<file path="src/rtl/int_to_floating_point.sv">
// Signed integer to IEEE-754 binary float converter. Normalizes one bit per cycle,
// then applies one of four rounding modes in a single rounding cycle.
module int_to_floating_point #(
    parameter int int_size      = 64,
    parameter int mantissa_size = 23,
    parameter int exponent_size = 8,
    parameter int precision     = 1 + exponent_size + mantissa_size,
    parameter int exp_bias      = (1 << (exponent_size - 1)) - 1
) (
    input  logic                 clk,
    input  logic                 reset,
    input  logic                 start,
    input  logic [int_size-1:0]  int_operand,
    input  logic [1:0]           conv,
    output logic [precision-1:0] float,
    output logic                 inexact_flag,
    output logic                 busy,
    output logic                 done,
    output logic [1:0]           fsm_state
);

    // Handshake: start is sampled only in IDLE or DONE; the accepting edge captures
    // int_operand and conv, clears done and raises busy. done stays high with float and
    // inexact_flag held until the next accepted start; starts seen while busy are ignored.

    localparam int lz_w      = $clog2(int_size) + 1;
    localparam int guard_pos = int_size - 2 - mantissa_size;
    localparam logic [int_size-1:0] sticky_mask =
        {{(int_size - guard_pos){1'b0}}, {guard_pos{1'b1}}};

    typedef enum logic [1:0] {
        IDLE  = 2'd0,
        NORM  = 2'd1,
        ROUND = 2'd2,
        DONE  = 2'd3
    } state_t;

    state_t                  state;
    logic                    sign;
    logic [int_size-1:0]     mag;
    logic [1:0]              mode;
    logic [lz_w-1:0]         lz;

    logic [int_size-1:0]      mag_in;
    logic [mantissa_size-1:0] frac;
    logic                     guard;
    logic                     sticky;
    logic                     inc;
    logic [mantissa_size:0]   frac_sum;
    logic [exponent_size-1:0] exp_full;
    logic [exponent_size-1:0] exp_rounded;
    logic [precision-1:0]     result;

    assign fsm_state = state;

    // Magnitude as unsigned: the most negative value maps to 2^(int_size-1).
    assign mag_in = int_operand[int_size-1]
                  ? (~int_operand + {{(int_size-1){1'b0}}, 1'b1})
                  : int_operand;

    assign frac     = mag[int_size-2 -: mantissa_size];
    assign guard    = mag[guard_pos];
    assign sticky   = |(mag & sticky_mask);
    assign exp_full = exponent_size'(exp_bias + int_size - 1) - exponent_size'(lz);

    always_comb begin
        inc = 1'b0;
        case (mode)
            2'd0: inc = 1'b0;
            2'd1: inc = (guard | sticky) & ~sign;
            2'd2: inc = (guard | sticky) & sign;
            2'd3: inc = guard & (sticky | frac[0]);
            default: inc = 1'b0;
        endcase
    end

    // A carry out of the fraction leaves it all-zero and bumps the exponent.
    assign frac_sum    = {1'b0, frac} + {{mantissa_size{1'b0}}, inc};
    assign exp_rounded = exp_full + {{(exponent_size-1){1'b0}}, frac_sum[mantissa_size]};
    assign result      = {sign, exp_rounded, frac_sum[mantissa_size-1:0]};

    always_ff @(posedge clk or negedge reset) begin
        if (!reset) begin
            state        <= IDLE;
            sign         <= 1'b0;
            mag          <= '0;
            mode         <= 2'd0;
            lz           <= '0;
            float        <= '0;
            inexact_flag <= 1'b0;
            busy         <= 1'b0;
            done         <= 1'b0;
        end else begin
            case (state)
                IDLE, DONE: begin
                    if (start) begin
                        sign  <= int_operand[int_size-1];
                        mag   <= mag_in;
                        mode  <= conv;
                        lz    <= '0;
                        busy  <= 1'b1;
                        done  <= 1'b0;
                        state <= NORM;
                    end
                end
                NORM: begin
                    if (mag == '0) begin
                        float        <= '0;
                        inexact_flag <= 1'b0;
                        busy         <= 1'b0;
                        done         <= 1'b1;
                        state        <= DONE;
                    end else if (mag[int_size-1]) begin
                        state <= ROUND;
                    end else begin
                        mag <= mag << 1;
                        lz  <= lz + {{(lz_w-1){1'b0}}, 1'b1};
                    end
                end
                ROUND: begin
                    float        <= result;
                    inexact_flag <= guard | sticky;
                    busy         <= 1'b0;
                    done         <= 1'b1;
                    state        <= DONE;
                end
                default: state <= IDLE;
            endcase
        end
    end

endmodule

</file>
<file path="config.mk">
export PLATFORM = sky130hd
export DESIGN_NAME = int_to_floating_point
export DESIGN_NICKNAME = d
export VERILOG_FILES = /design/src/rtl/int_to_floating_point.sv
export SDC_FILE = /design/constraint.sdc
export NUM_CORES = 1
export LEC_CHECK = 0
export BUFFER_PORTS_ARGS = -buffer_cell sky130_fd_sc_hd__buf_2
export CORE_MARGIN = 3
export CORE_UTILIZATION = 32
export DETAILED_ROUTE_END_ITERATION = 10
export SYNTH_ARGS = -nofsm -noshare
export SYNTH_HDL_FRONTEND = slang
export SYNTH_SLANG_ARGS = --single-unit
</file>
<file path="constraint.sdc">
create_clock -name clk -period 8.4 [get_ports clk]
set_input_delay 0.42 -clock clk [delete_from_list [all_inputs] [get_ports clk]]
set_output_delay 0.42 -clock clk [all_outputs]
set_load 0.005 [all_outputs]
</file>
==> Word-level counts from Yosys, hierarchy flattened <==
Cells that the tools add are included.
{ "classes": {"addsub": 5, "multipliers": 0, "div": 0, "n_lt_le_gt_ge": 0, "n_eq_ne": 11, "shifts": 0, "mux": 23, "n_bitwise": 7, "n_reduce_logical": 13} }
{ "ops": {"columns": ["operator", "n"], "rows": [
  ["64-bit 2-to-1 mux", 4],
  ["64-bit case mux with 2 select lines", 1],
  ["64-bit by 1-bit adder with 64-bit output (second input constant)", 1],
  ["64-bit logical NOT", 1],
  ["64-bit inverter", 1],
  ["32-bit case mux with 2 select lines", 1],
  ["39-bit OR reduction", 1],
  ["32-bit 2-to-1 mux", 1],
  ["23-bit by 1-bit adder with 24-bit output", 1],
  ["7-bit 2-to-1 mux", 3],
  ["7-bit case mux with 2 select lines", 1],
  ["8-bit by 1-bit adder with 8-bit output", 1],
  ["2-bit equality test (second input constant)", 4],
  ["2-bit inequality test (second input constant)", 4],
  ["2-bit AND reduction", 4],
  ["8-bit by 7-bit subtractor with 8-bit output (first input constant)", 1],
  ["7-bit by 1-bit adder with 7-bit output (second input constant)", 1],
  ["2-bit 2-to-1 mux", 3],
  ["1-bit case mux with 3 select lines", 2],
  ["2-bit case mux with 3 select lines", 1],
  ["2-bit by 1-bit equality test with 1-bit output (second input constant)", 2],
  ["2-bit logical NOT", 2],
  ["1-bit 2-to-1 mux", 4],
  ["1-bit case mux with 4 select lines", 1],
  ["9 further kinds", 13]
]} }
{ "totals": {"regBits": 111, "latchBits": 0, "mem_bits_rw": 0, "mem_bits_ro": 0, "inputBits": 69, "word_cells": 69, "memories": 0} }

==> Depth between registers and ports, before layout <==
Gate-level depths: netlist of the first run.
{ "logic_depth": {"depth_word": 7, "mapped_depth": 16, "ltp_nobuf": 15} }

==> Worst setup path after synthesis of the first run <==
No wires, ideal clock.
{ "synth_path": {"path_kind": "reg2reg", "startpoint": "register mode[0]", "endpoint": "register float[28]", "setup_ps": 83, "arrival_time_ps": 2990, "required_ps": 8317, "slack_ps": 5328, "path_stages_with_launch": 17, "path_buffers": 1, "cell_sequence": "dfrtp_1 -> inv_1 -> ha_1 -> xnor2_1 -> a31oi_1 -> a211oi_1 -> ha_1 -> nand2_1 -> nor4_1 -> and3_1 -> clkbuf_1 -> nand3_1 -> ha_1 -> a31o_2 -> nand2_1 -> nand2_1 -> o21ai_0"} }
{ "synth_between": {"elab_chain_cells": 5, "elab_cells_between_ends": 8, "cone_classes": "add/sub: 2; eq/ne: 3; mux: 2; reduce/logical: 1"} }
{ "synth_lines": {"columns": ["element", "line", "text"], "rows": [
  ["start, declared", "41", "logic [1:0] mode;"],
  ["start signal, assigned", "99", "mode <= conv;"],
  ["2-bit equality test, or another cell as far along", "68", "case (mode)"],
  ["1-bit case mux with 4 select lines *", "68", null],
  ["23-bit by 1-bit adder with 24-bit output *", "78", "assign frac_sum = {1'b0, frac} + {{mantissa_size{1'b0}}, inc};"],
  ["8-bit by 1-bit adder with 8-bit output *", "79", "assign exp_rounded = exp_full + {{(exponent_size-1){1'b0}}, frac_sum[mantissa_size]};"],
  ["32-bit case mux with 2 select lines *", "94", "case (state)"],
  ["end signal, assigned", "121", "float <= result;"],
  ["end, declared", "15", "output logic [precision-1:0] float,"]
]} }
Every way passes the cells marked *; elsewhere a longest branch is shown, timed or not.
A chain may end at the register's enable or synchronous reset.

==> Worst setup path in the final report of the first run <==
{ "layout_path": {"startpoint": "register state[1] (netlist: fsm_state[1])", "endpoint": "register lz[4]"} }
{ "layout_between": {"elab_chain_cells": 4, "elab_cells_between_ends": 10, "cone_classes": "eq/ne: 5; mux: 1; reduce/logical: 4"} }
{ "layout_lines": {"columns": ["element", "line", "text"], "rows": [
  ["start, declared", "38", "state_t state;"],
  ["start signal, assigned", "84", "state <= IDLE;"],
  ["start signal, assigned", "103", "state <= NORM;"],
  ["start signal, assigned", "112", "state <= DONE;"],
  ["2-bit equality test / 2-bit logical NOT (equally long branches)", "94", null],
  ["2-bit OR reduction", "94", null],
  ["2-bit inequality test (no line) / 2-bit nonzero test (equally long branches)", null, null],
  ["4-bit AND reduction (no line)", null, null],
  ["end signal, assigned", "117", "lz <= lz + {{(lz_w-1){1'b0}}, 1'b1};"],
  ["end, declared", "42", "logic [lz_w-1:0] lz;"]
]} }
Several ways; a longest one is shown, not always the timed one.

==> impl_metrics.env, run 1 <==
export IMPL_outcome="finished, final reports clean"
export IMPL_synth_top_area_share_pct=39.0
export IMPL_place_hpwl_mm=15.7
export IMPL_synth_ff_type="dfrtp_1"
export IMPL_yosysWarnings=0
export IMPL_coreArea_mm2=0.0214
export IMPL_clkLatencyLatePin_ns=0.36
export IMPL_fmax_mhz=233
export IMPL_grt_max_degree=76
export IMPL_num_vias=6747
export IMPL_final_cells=1183
export IMPL_cts_resized=0
export IMPL_synth_common_cells="dfrtp_1, nand2_1, o21ai_0"
export IMPL_cp_required_ns=8.68
export IMPL_post_synth_top_area_cell="dfrtp_1"
export IMPL_grt_setup_unrepaired="false"
export IMPL_ctsHoldBuffers=0
export IMPL_cts_sinks=111
export IMPL_vias_per_cell=5.70
export IMPL_dr_pass1_iters=5
export IMPL_timing_rr_end="lz[4]"
export IMPL_post_cts_buffers=0
export IMPL_route_detailed_drc=0
export IMPL_setup_worst_path_start="fsm_state[1]"
export IMPL_overflow=0
export IMPL_synthArstFlopShare_pct=100
export IMPL_fin_hold_ws_ns=0.00161
export IMPL_timing_worst_setup_path_type="flip-flop to flip-flop"
export IMPL_rows=53
export IMPL_setup_violations=0
export IMPL_syn_to_final_growth_pct=14.5
export IMPL_gr_usage_all_layers_pct=17.8
export IMPL_synth_cell_types=56
export IMPL_syn_inst=832
export IMPL_finalPower_mw=2.69
export IMPL_cts_buffer_depth=2
export IMPL_ys_seq_area_share_pct=39.0
export IMPL_synth_edf_count=0
export IMPL_cts_max_level=3
export IMPL_io_pins=106
export IMPL_clk_pin_slew_ns=0.08
export IMPL_layout_nets=982
export IMPL_r2r_start="fsm_state[1]"
export IMPL_dieArea_mm2=0.0241
export IMPL_wl_per_cell_um=18.1
export IMPL_place_area_mm2=0.00786
export IMPL_root_buffer="clkbuf_16"
export IMPL_max_cap_violations=0
export IMPL_syn_nets=912
export IMPL_routed_wl_mm=21.4
export IMPL_critPathArrivalTime_ns=4.58
export IMPL_antenna_found_initial=1
export IMPL_cp_max_fo=74
export IMPL_ys_top_cells_by_area="dfrtp_1, o21ai_0, xor2_1"
export IMPL_period_share_pct=51.1
export IMPL_drt_iter0_markers=472
export IMPL_startpoint_type="flip-flop"
export IMPL_hold_violations=0
export IMPL_endpoint="lz[4]"
export IMPL_io_buffers=105
export IMPL_tns_ns=0
export IMPL_gp_congestion=0.827
export IMPL_tritoncts="done"
export IMPL_synth_most_common_cell="dfrtp_1"
export IMPL_r2r_setup_slack_ns=4.11
export IMPL_die_h_um=155
export IMPL_crit_path_end_kind="flip-flop"
export IMPL_ys_ff_latch=111
export IMPL_die_w_um=155
export IMPL_fin_skew_ns=0.0133
export IMPL_stdcell_area_mm2=0.00816
export IMPL_grt_pass1_wl_mm=34.9
export IMPL_drtAntennaViolNets=0
export IMPL_syn_avg_cell_area_um2=8.56
export IMPL_hold_class="input pin to async pin"
export IMPL_period_minus_slack_ns=4.29
export IMPL_layout_drive_gt1_share_pct=16.6
export IMPL_tightest_slew_ns=1.07
export IMPL_start_util_pct=33.3
export IMPL_p_leak_nw=3.31
export IMPL_peakVddDrop_uv=169
export IMPL_numCtsBuffers=9
export IMPL_grt_pass1_vias=6377
export IMPL_placed_cells=1166
export IMPL_power_density_mw_per_mm2=330
export IMPL_relSlewSlack_pct=27.8
export IMPL_reg2regPathDepth=8
export IMPL_netlist_area_mm2=0.00713
export IMPL_drv_slew=0
[critical path: stages (launching register included)]
cell and delay, ns:
dfrtp_1 0.40, inv_1 0.06, ha_1 0.71, clkinv_1 0.92, nor4_1 0.83, a21o_2 0.33, buf_4 0.58, o21ai_0 0.19
a21oi_1 0.15
[final cells by class]
cell class	count	area [µm²]
Clock buffer	9	225
Sequential cell	111	2780
Multi-Input combinational cell	651	4090
Timing Repair Buffer	113	588
Antenna cell	1	2.50
Tap cell	275	344
Inverter	16	60.1
Clock inverter	7	71.3
Fill cell	2245	13300
[stage by stage]
| step | setup slack, ns | util (%) |
|---|---|---|
| floorplan | 5.33 | - |
| global placement | 4.19 | 36.7 |
| detailed placement | 4.11 | 36.7 |
| CTS | 4.10 | 38.1 |
| global route | 3.80 | 38.1 |
| finish | 4.11 | 38.1 |
[routing by layer]
metal | routed length, µm | global-route usage [%] | share of wire (%) | up-vias
met5 | 0 | 0 | 0 | -
met4 | 376 | 4.04 | 1.8 | 0
met3 | 1260 | 3.42 | 5.9 | 27
met2 | 9510 | 27.4 | 44 | 234
met1 | 10300 | 26.1 | 48 | 3245
li1 | - | - | - | 3241
[logic make-up after synthesis]
group / Yosys count / synth area share (%)
multiplexers: 14 / 2.11
AO/OA/AOI/OAI: 244 / 21.9
flip-flops: 111 / 39.0
buffers and inverters: 70 / 3.81
XOR/XNOR: 76 / 9.34
AND/OR/NAND/NOR: 306 / 21.9
adder cells (fa/ha/maj): 11 / 1.93
[state kept, by name, indices dropped and copies added (netlist names)]
| name | flops |
|---|---|
| lz | 7 |
| sign | 1 |
| busy | 1 |
| float | 32 |
| fsm_state | 2 |
| inexact_flag | 1 |
| done | 1 |
| mag | 64 |
| mode | 2 |
[report_power, final]
part           total, mW  leakage (nW)  internal, mW  switching (mW)
Clock              0.435         0.138         0.231           0.204
Combinational       1.23          1.77         0.485           0.741
Sequential          1.03          1.40         0.781           0.247
[worst min-delay path by stage]
stage / startpoint / endpoint / slack [ns]
floorplan: reset / busy / 0.12
global placement: reset / float[6] / 0.40
detailed placement: reset / float[5] / 0.40
CTS: reset / float[8] / 0.009
global route: reset / float[5] / 0.03
finish: reset / float[8] / 0.002
[layout by cell type, fill, tap and decap left out, types with 5 or more instances in the layout]
cell type / instances
mux2i_1: 6
xor2_1: 41
mux2_2: 8
nand4_1: 14
nand3_1: 35
a21oi_1: 28
nor3_1: 18
and3_1: 11
ha_1: 11
a22oi_1: 16
clkbuf_16: 9
inv_1: 14
a32oi_1: 20
or4_1: 11
and2_1: 5
buf_4: 9
o21ai_0: 92
or3_1: 22
dfrtp_1: 111
nor2_1: 44
nor4_1: 31
nand2_1: 93
buf_2: 104
xnor2_1: 35
a31oi_1: 9
o31ai_1: 16
o211ai_1: 7
o41ai_1: 9
o22ai_1: 5
o21ai_1: 9
No activity file was read; power rests on OpenSTA's default activity.
==> run 2, diff against run 1 <==
==> constraint.sdc (replaced) <==
create_clock -name clk -period 3.4 [get_ports clk]
set_input_delay 0.17 -clock clk [delete_from_list [all_inputs] [get_ports clk]]
set_output_delay 0.17 -clock clk [all_outputs]
set_load 0.005 [all_outputs]
==> run 2 against run 1 <==
Effect of this change:
- register-to-register slack got worse by 3.8 ns
- sequential cell count did not move
- final area up 2.9%
- power increased to 2.5 times the previous value
- non-clock buffer count increased by 23
- via count grew 0.27%
- combinational power rose to 2.6 times the previous value
- critical path type unchanged
- critical endpoint is now float[26]
- largest cell class unchanged
- highest routed layer unchanged
==> impl_metrics.env, run 2 (synthesis results as in run 1) <==
export IMPL_outcome="finished, final reports clean"
export IMPL_peakVddDrop_uv=445
export IMPL_cts_buffer_depth=2
export IMPL_start_util_pct=33.3
export IMPL_highest_layer="met4"
export IMPL_gr_usage_all_layers_pct=18.2
export IMPL_die_h_um=155
export IMPL_reg_largest_list="mag: 64 flops, float: 32 flops, lz: 7 flops"
export IMPL_io_buffers=105
export IMPL_overflow=0
export IMPL_drtAntennaViolNets=0
export IMPL_dp_worst_setup_slack_ns=0.148
export IMPL_multi_input_area_mm2=0.00416
export IMPL_hold_violations=0
export IMPL_route_detailed_drc=0
export IMPL_timing_worst_setup_path_type="flip-flop to flip-flop"
export IMPL_wl_per_cell_um=18.2
export IMPL_cts_max_level=3
export IMPL_routed_wl_met2_mm=10.0
export IMPL_place_hpwl_mm=16.3
export IMPL_startpoint_type="flip-flop"
export IMPL_tightest_slew_ns=0.858
export IMPL_coreArea_mm2=0.0214
export IMPL_cp_max_fo=3
export IMPL_layout_nets=1005
export IMPL_fin_skew_ns=0.00822
export IMPL_num_vias=6765
export IMPL_fillCellCount=2209
export IMPL_grt_pass1_vias=6433
export IMPL_final_cell_mix="dfrtp_1, buf_2, nand2_1, o21ai_0, nor2_1"
export IMPL_finalPower_mw=6.76
export IMPL_hold_class="input pin to flip-flop"
export IMPL_rows=53
export IMPL_clk_pin_slew_ns=0.07
export IMPL_relSlewSlack_pct=42.4
export IMPL_grt_pass1_wl_mm=35.5
export IMPL_layout_setup_ws_ns=0.319
export IMPL_period_share_pct=90.6
export IMPL_io_pins=106
export IMPL_clkLatencyLatePin_ns=0.36
export IMPL_grt_setup_unrepaired="true"
export IMPL_regMostFlops="mag"
export IMPL_power_density_mw_per_mm2=805
export IMPL_gp_congestion=0.888
export IMPL_fmax_mhz=325
export IMPL_cts_sinks=111
export IMPL_layout_commonest_cell="dfrtp_1"
export IMPL_wl_met1_mm=10.3
export IMPL_die_w_um=155
export IMPL_tritoncts="done"
export IMPL_antenna_found_initial=0
export IMPL_dieArea_mm2=0.0241
export IMPL_post_route_util_pct=39.2
export IMPL_drv_slew=0
export IMPL_grt_max_degree=70
export IMPL_drt_iter0_markers=479
export IMPL_largest_reg_flops=64
export IMPL_critPathArrivalTime_ns=3.36
export IMPL_cp_required_ns=3.68
export IMPL_fin_hold_ws_ns=0.0716
export IMPL_seq_area_mm2=0.00278
export IMPL_period_minus_slack_ns=3.08
export IMPL_setup_violations=0
export IMPL_root_buffer="clkbuf_16"
export IMPL_crit_path_end_kind="flip-flop"
export IMPL_max_cap_violations=0
export IMPL_numCtsBuffers=9
export IMPL_p_leak_nw=3.43
export IMPL_routed_wl_mm=22.0
export IMPL_dr_pass1_iters=5
export IMPL_vias_per_cell=5.61
export IMPL_syn_to_final_growth_pct=17.8
export IMPL_layout_drive_gt1_share_pct=19.5
export IMPL_wl_met3_mm=1.36
==> run 2: worst paths after layout <==
kind,startpoint,endpoint,slack [ns],cells after the start
min in group asynchronous,reset,float[2],0.35,2
max,mode[0],float[26],0.32,15
max in group asynchronous,reset,mag[11],2.28,3
min,conv[0],mode[0],0.07,2
max reg2reg,mode[0],float[26],0.32,15
min reg2reg,float[30],float[30],0.47,2
==> run 2: area by class of cell <==
class / instances / area share [%]
Antenna cell: 1 / 0.0298
Clock inverter: 3 / 0.224
Inverter: 16 / 0.716
Sequential cell: 111 / 33.1
Multi-Input combinational cell: 651 / 49.5
Tap cell: 275 / 4.10
Timing Repair Buffer: 136 / 9.25
Clock buffer: 12 / 3.06
==> run 2: per-layer routing <==
layer	global-route usage, %	vias up
met5	0	-
met1	26.0	3235
met2	28.6	231
met4	4.63	0
li1	-	3278
met3	3.17	21
==> run 2: repair_timing <==
action,in CTS,in global routing
hold buffers,1,0
endpoints found under the setup margin,0,9
setup buffers,0,0
endpoints found under the hold margin,42,0
resized for setup,0,12
==> run 2: metrics by stage <==
stage               TNS, ns  area [µm²]  cells
detailed placement        0        8040   1188
finish                    0        8390   1205
global route        -0.0305        8390   1204
CTS                       0        8320   1204
floorplan                 0        7130    832
global placement          0        8040   1188
==> run 2: critical path, cell delays in order (launching register included) <==
cell	delay, ns
dfrtp_1	0.36
inv_1	0.07
ha_1	0.20
xnor2_1	0.20
a31oi_1	0.11
a211oi_1	0.22
ha_1	0.23
nand2_1	0.09
nor4_2	0.36
and3_1	0.28
nand3_1	0.13
ha_1	0.25
nand3_1	0.10
xor2_1	0.15
nand2_1	0.07
o21ai_0	0.18
==> run 2: power by group <==
part,switching (mW),total (mW),leakage (nW),internal [mW]
Combinational,1.92,3.22,1.90,1.31
Sequential,0.595,2.52,1.40,1.93
Clock,0.478,1.01,0.138,0.533
==> run 3, diff against run 2 <==
--- a/config.mk
+++ b/config.mk
@@ -7,8 +7,10 @@
 export LEC_CHECK = 0
 export BUFFER_PORTS_ARGS = -buffer_cell sky130_fd_sc_hd__buf_2
 export CORE_MARGIN = 3
-export CORE_UTILIZATION = 32
+export CORE_UTILIZATION = 40
 export DETAILED_ROUTE_END_ITERATION = 10
+export PLACE_DENSITY = 0.72
 export SYNTH_ARGS = -nofsm -noshare
 export SYNTH_HDL_FRONTEND = slang
 export SYNTH_SLANG_ARGS = --single-unit
+export TNS_END_PERCENT = 50
==> run 3 against run 2 <==
Effect of this change:
- clock-buffer cell count is 2 lower
- global-route usage up 3.4 points
- sequential share of layout area rose by 0.074 points
- register-to-register slack worse by 0.10 ns
- final area decreased by 0.22%
- combinational power barely moved
- sequential power is essentially flat
- clock skew is 0.0012 ns lower
- worst setup slack got worse by 0.10 ns
- maximum frequency fell by 3.2%
==> impl_metrics.env, run 3 (synthesis results as in run 1) <==
export IMPL_layout_commonest_cell="dfrtp_1"
export IMPL_met3_usage_pct=4.81
export IMPL_grt_util_met2_pct=34.1
export IMPL_route_detailed_drc=0
export IMPL_clkLatencyLatePin_ns=0.36
export IMPL_numCtsBuffers=9
export IMPL_tritoncts="done"
export IMPL_clk_pin_slew_ns=0.07
export IMPL_power_density_mw_per_mm2=833
export IMPL_dieArea_mm2=0.0195
export IMPL_post_route_util_pct=48.2
export IMPL_gp_congestion=0.920
export IMPL_use_met1_pct=30.2
export IMPL_critPathArrivalTime_ns=3.46
export IMPL_p_leak_nw=3.46
export IMPL_timing_worst_setup_path_type="flip-flop to flip-flop"
export IMPL_place_hpwl_mm=15.4
export IMPL_grt_pass1_wl_mm=34.5
export IMPL_finalPower_mw=6.97
export IMPL_coreArea_mm2=0.0174
export IMPL_gr_usage_all_layers_pct=21.6
export IMPL_startpoint_type="flip-flop"
export IMPL_dr_pass1_iters=7
export IMPL_routed_wl_mm=21.1
export IMPL_relSlewSlack_pct=28.7
export IMPL_crit_path_end_kind="flip-flop"
export IMPL_grt_pass1_vias=6634
export IMPL_wl_per_cell_um=18.3
export IMPL_cts_sinks=111
export IMPL_outcome="finished, final reports clean"
export IMPL_peakVddDrop_uv=500
export IMPL_regMostFlops="mag"
export IMPL_drtAntennaViolNets=0
export IMPL_io_pins=106
export IMPL_cp_required_ns=3.68
export IMPL_overflow=0
export IMPL_final_cell_mix="dfrtp_1, buf_2, nand2_1, o21ai_0, nor2_1"
export IMPL_rows=48
export IMPL_reg_largest_list="mag: 64 flops, float: 32 flops, lz: 7 flops"
export IMPL_die_w_um=139
export IMPL_syn_to_final_growth_pct=17.5
export IMPL_drt_iter0_markers=608
export IMPL_hold_class="input pin to async pin"
export IMPL_max_cap_violations=0
export IMPL_fillCellCount=1650
export IMPL_die_h_um=139
export IMPL_largest_reg_flops=64
export IMPL_place_area_mm2=0.00798
export IMPL_period_minus_slack_ns=3.18
export IMPL_stdcell_area_mm2=0.00837
export IMPL_antennaDiodeCount=0
export IMPL_cp_max_fo=6
export IMPL_cts_max_level=3
export IMPL_layout_drive_gt1_share_pct=19.7
export IMPL_post_cts_buffers=0
export IMPL_hold_violations=0
export IMPL_setup_violations=0
export IMPL_fin_hold_ws_ns=0.00536
export IMPL_antenna_found_initial=0
export IMPL_vias_per_cell=6.02
export IMPL_tightest_slew_ns=1.07
export IMPL_period_share_pct=93.6
export IMPL_layout_nets=1006
export IMPL_fmax_mhz=314
export IMPL_grt_max_degree=86
export IMPL_root_buffer="clkbuf_16"
export IMPL_fin_skew_ns=0.00697
export IMPL_drv_slew=0
export IMPL_start_util_pct=41.1
export IMPL_grt_busiest_layer="met2"
export IMPL_cts_buffer_depth=2
export IMPL_num_vias=6963
export IMPL_io_buffers=105
## run 3: changes by cell type in the layout (fill, tap and decap cells not counted), moves of 3 or more
cell	change
buf_4	+3
bufinv_16	+3
nor4_1	+3
nor4_2	-3
## run 3: power by group
part	internal (mW)	switching (mW)
logic	1.31	1.92
registers	1.93	0.581
clock network	0.738	0.496
## run 3: final timing paths
path                            slack (ns)  cells past startpoint     start         to
worst max-delay path                  0.22                     15   mag[28]  float[29]
worst min-delay path                 0.005                      1     reset   float[6]
worst max register to register        0.22                     15   mag[28]  float[29]
worst min register to register        0.47                      2  float[3]   float[3]
max in group asynchronous             2.58                      2     reset    mag[31]
min in group clk                      0.07                      2   conv[0]    mode[0]
## run 3: area by class of cell
cell class | count | area, µm² | share of cell area, %
multi-input combinational | 651 | 4140 | 49.4
sequential | 111 | 2780 | 33.2
timing repair buffer | 137 | 768 | 9.18
clock buffer | 10 | 239 | 2.85
clock inverter | 6 | 108 | 1.29
inverter | 16 | 60.1 | 0.717
tap | 225 | 282 | 3.36
## run 3: timing repair
item | CTS | global route
hold buffers | 0 | 0
endpoints found under the setup margin | 0 | 12
gates resized for setup | 0 | 10
## run 3: per-layer routing
layer  wire length (µm)  part of all wire (%)
met5                  0                     0
met4                340                   1.6
met3               1580                   7.5
met2               9680                    46
met1               9520                    45
## run 3: critical path, stage by stage (launching register included)
cell      delay, ns
dfrtp_1        0.42
nor4_2         0.33
nand4_1        0.19
or3_4          0.39
o21ai_0        0.17
a211oi_1       0.09
ha_1           0.21
nand2_1        0.11
nor4_2         0.07
and3_2         0.25
nand3_1        0.13
ha_2           0.22
nand4_1        0.14
xnor2_1        0.16
nand2_1        0.06
o21ai_1        0.16
## run 3: through the flow
step | std cells | TNS (ns) | setup slack (ns)
after floorplan | 832 | 0 | 0.328
after global placement | 1140 | 0 | 0.159
after detailed placement | 1140 | 0 | 0.0326
after CTS | 1156 | 0 | 0.00442
after global routing | 1156 | -0.0178 | -0.0126
final | 1156 | 0 | 0.218
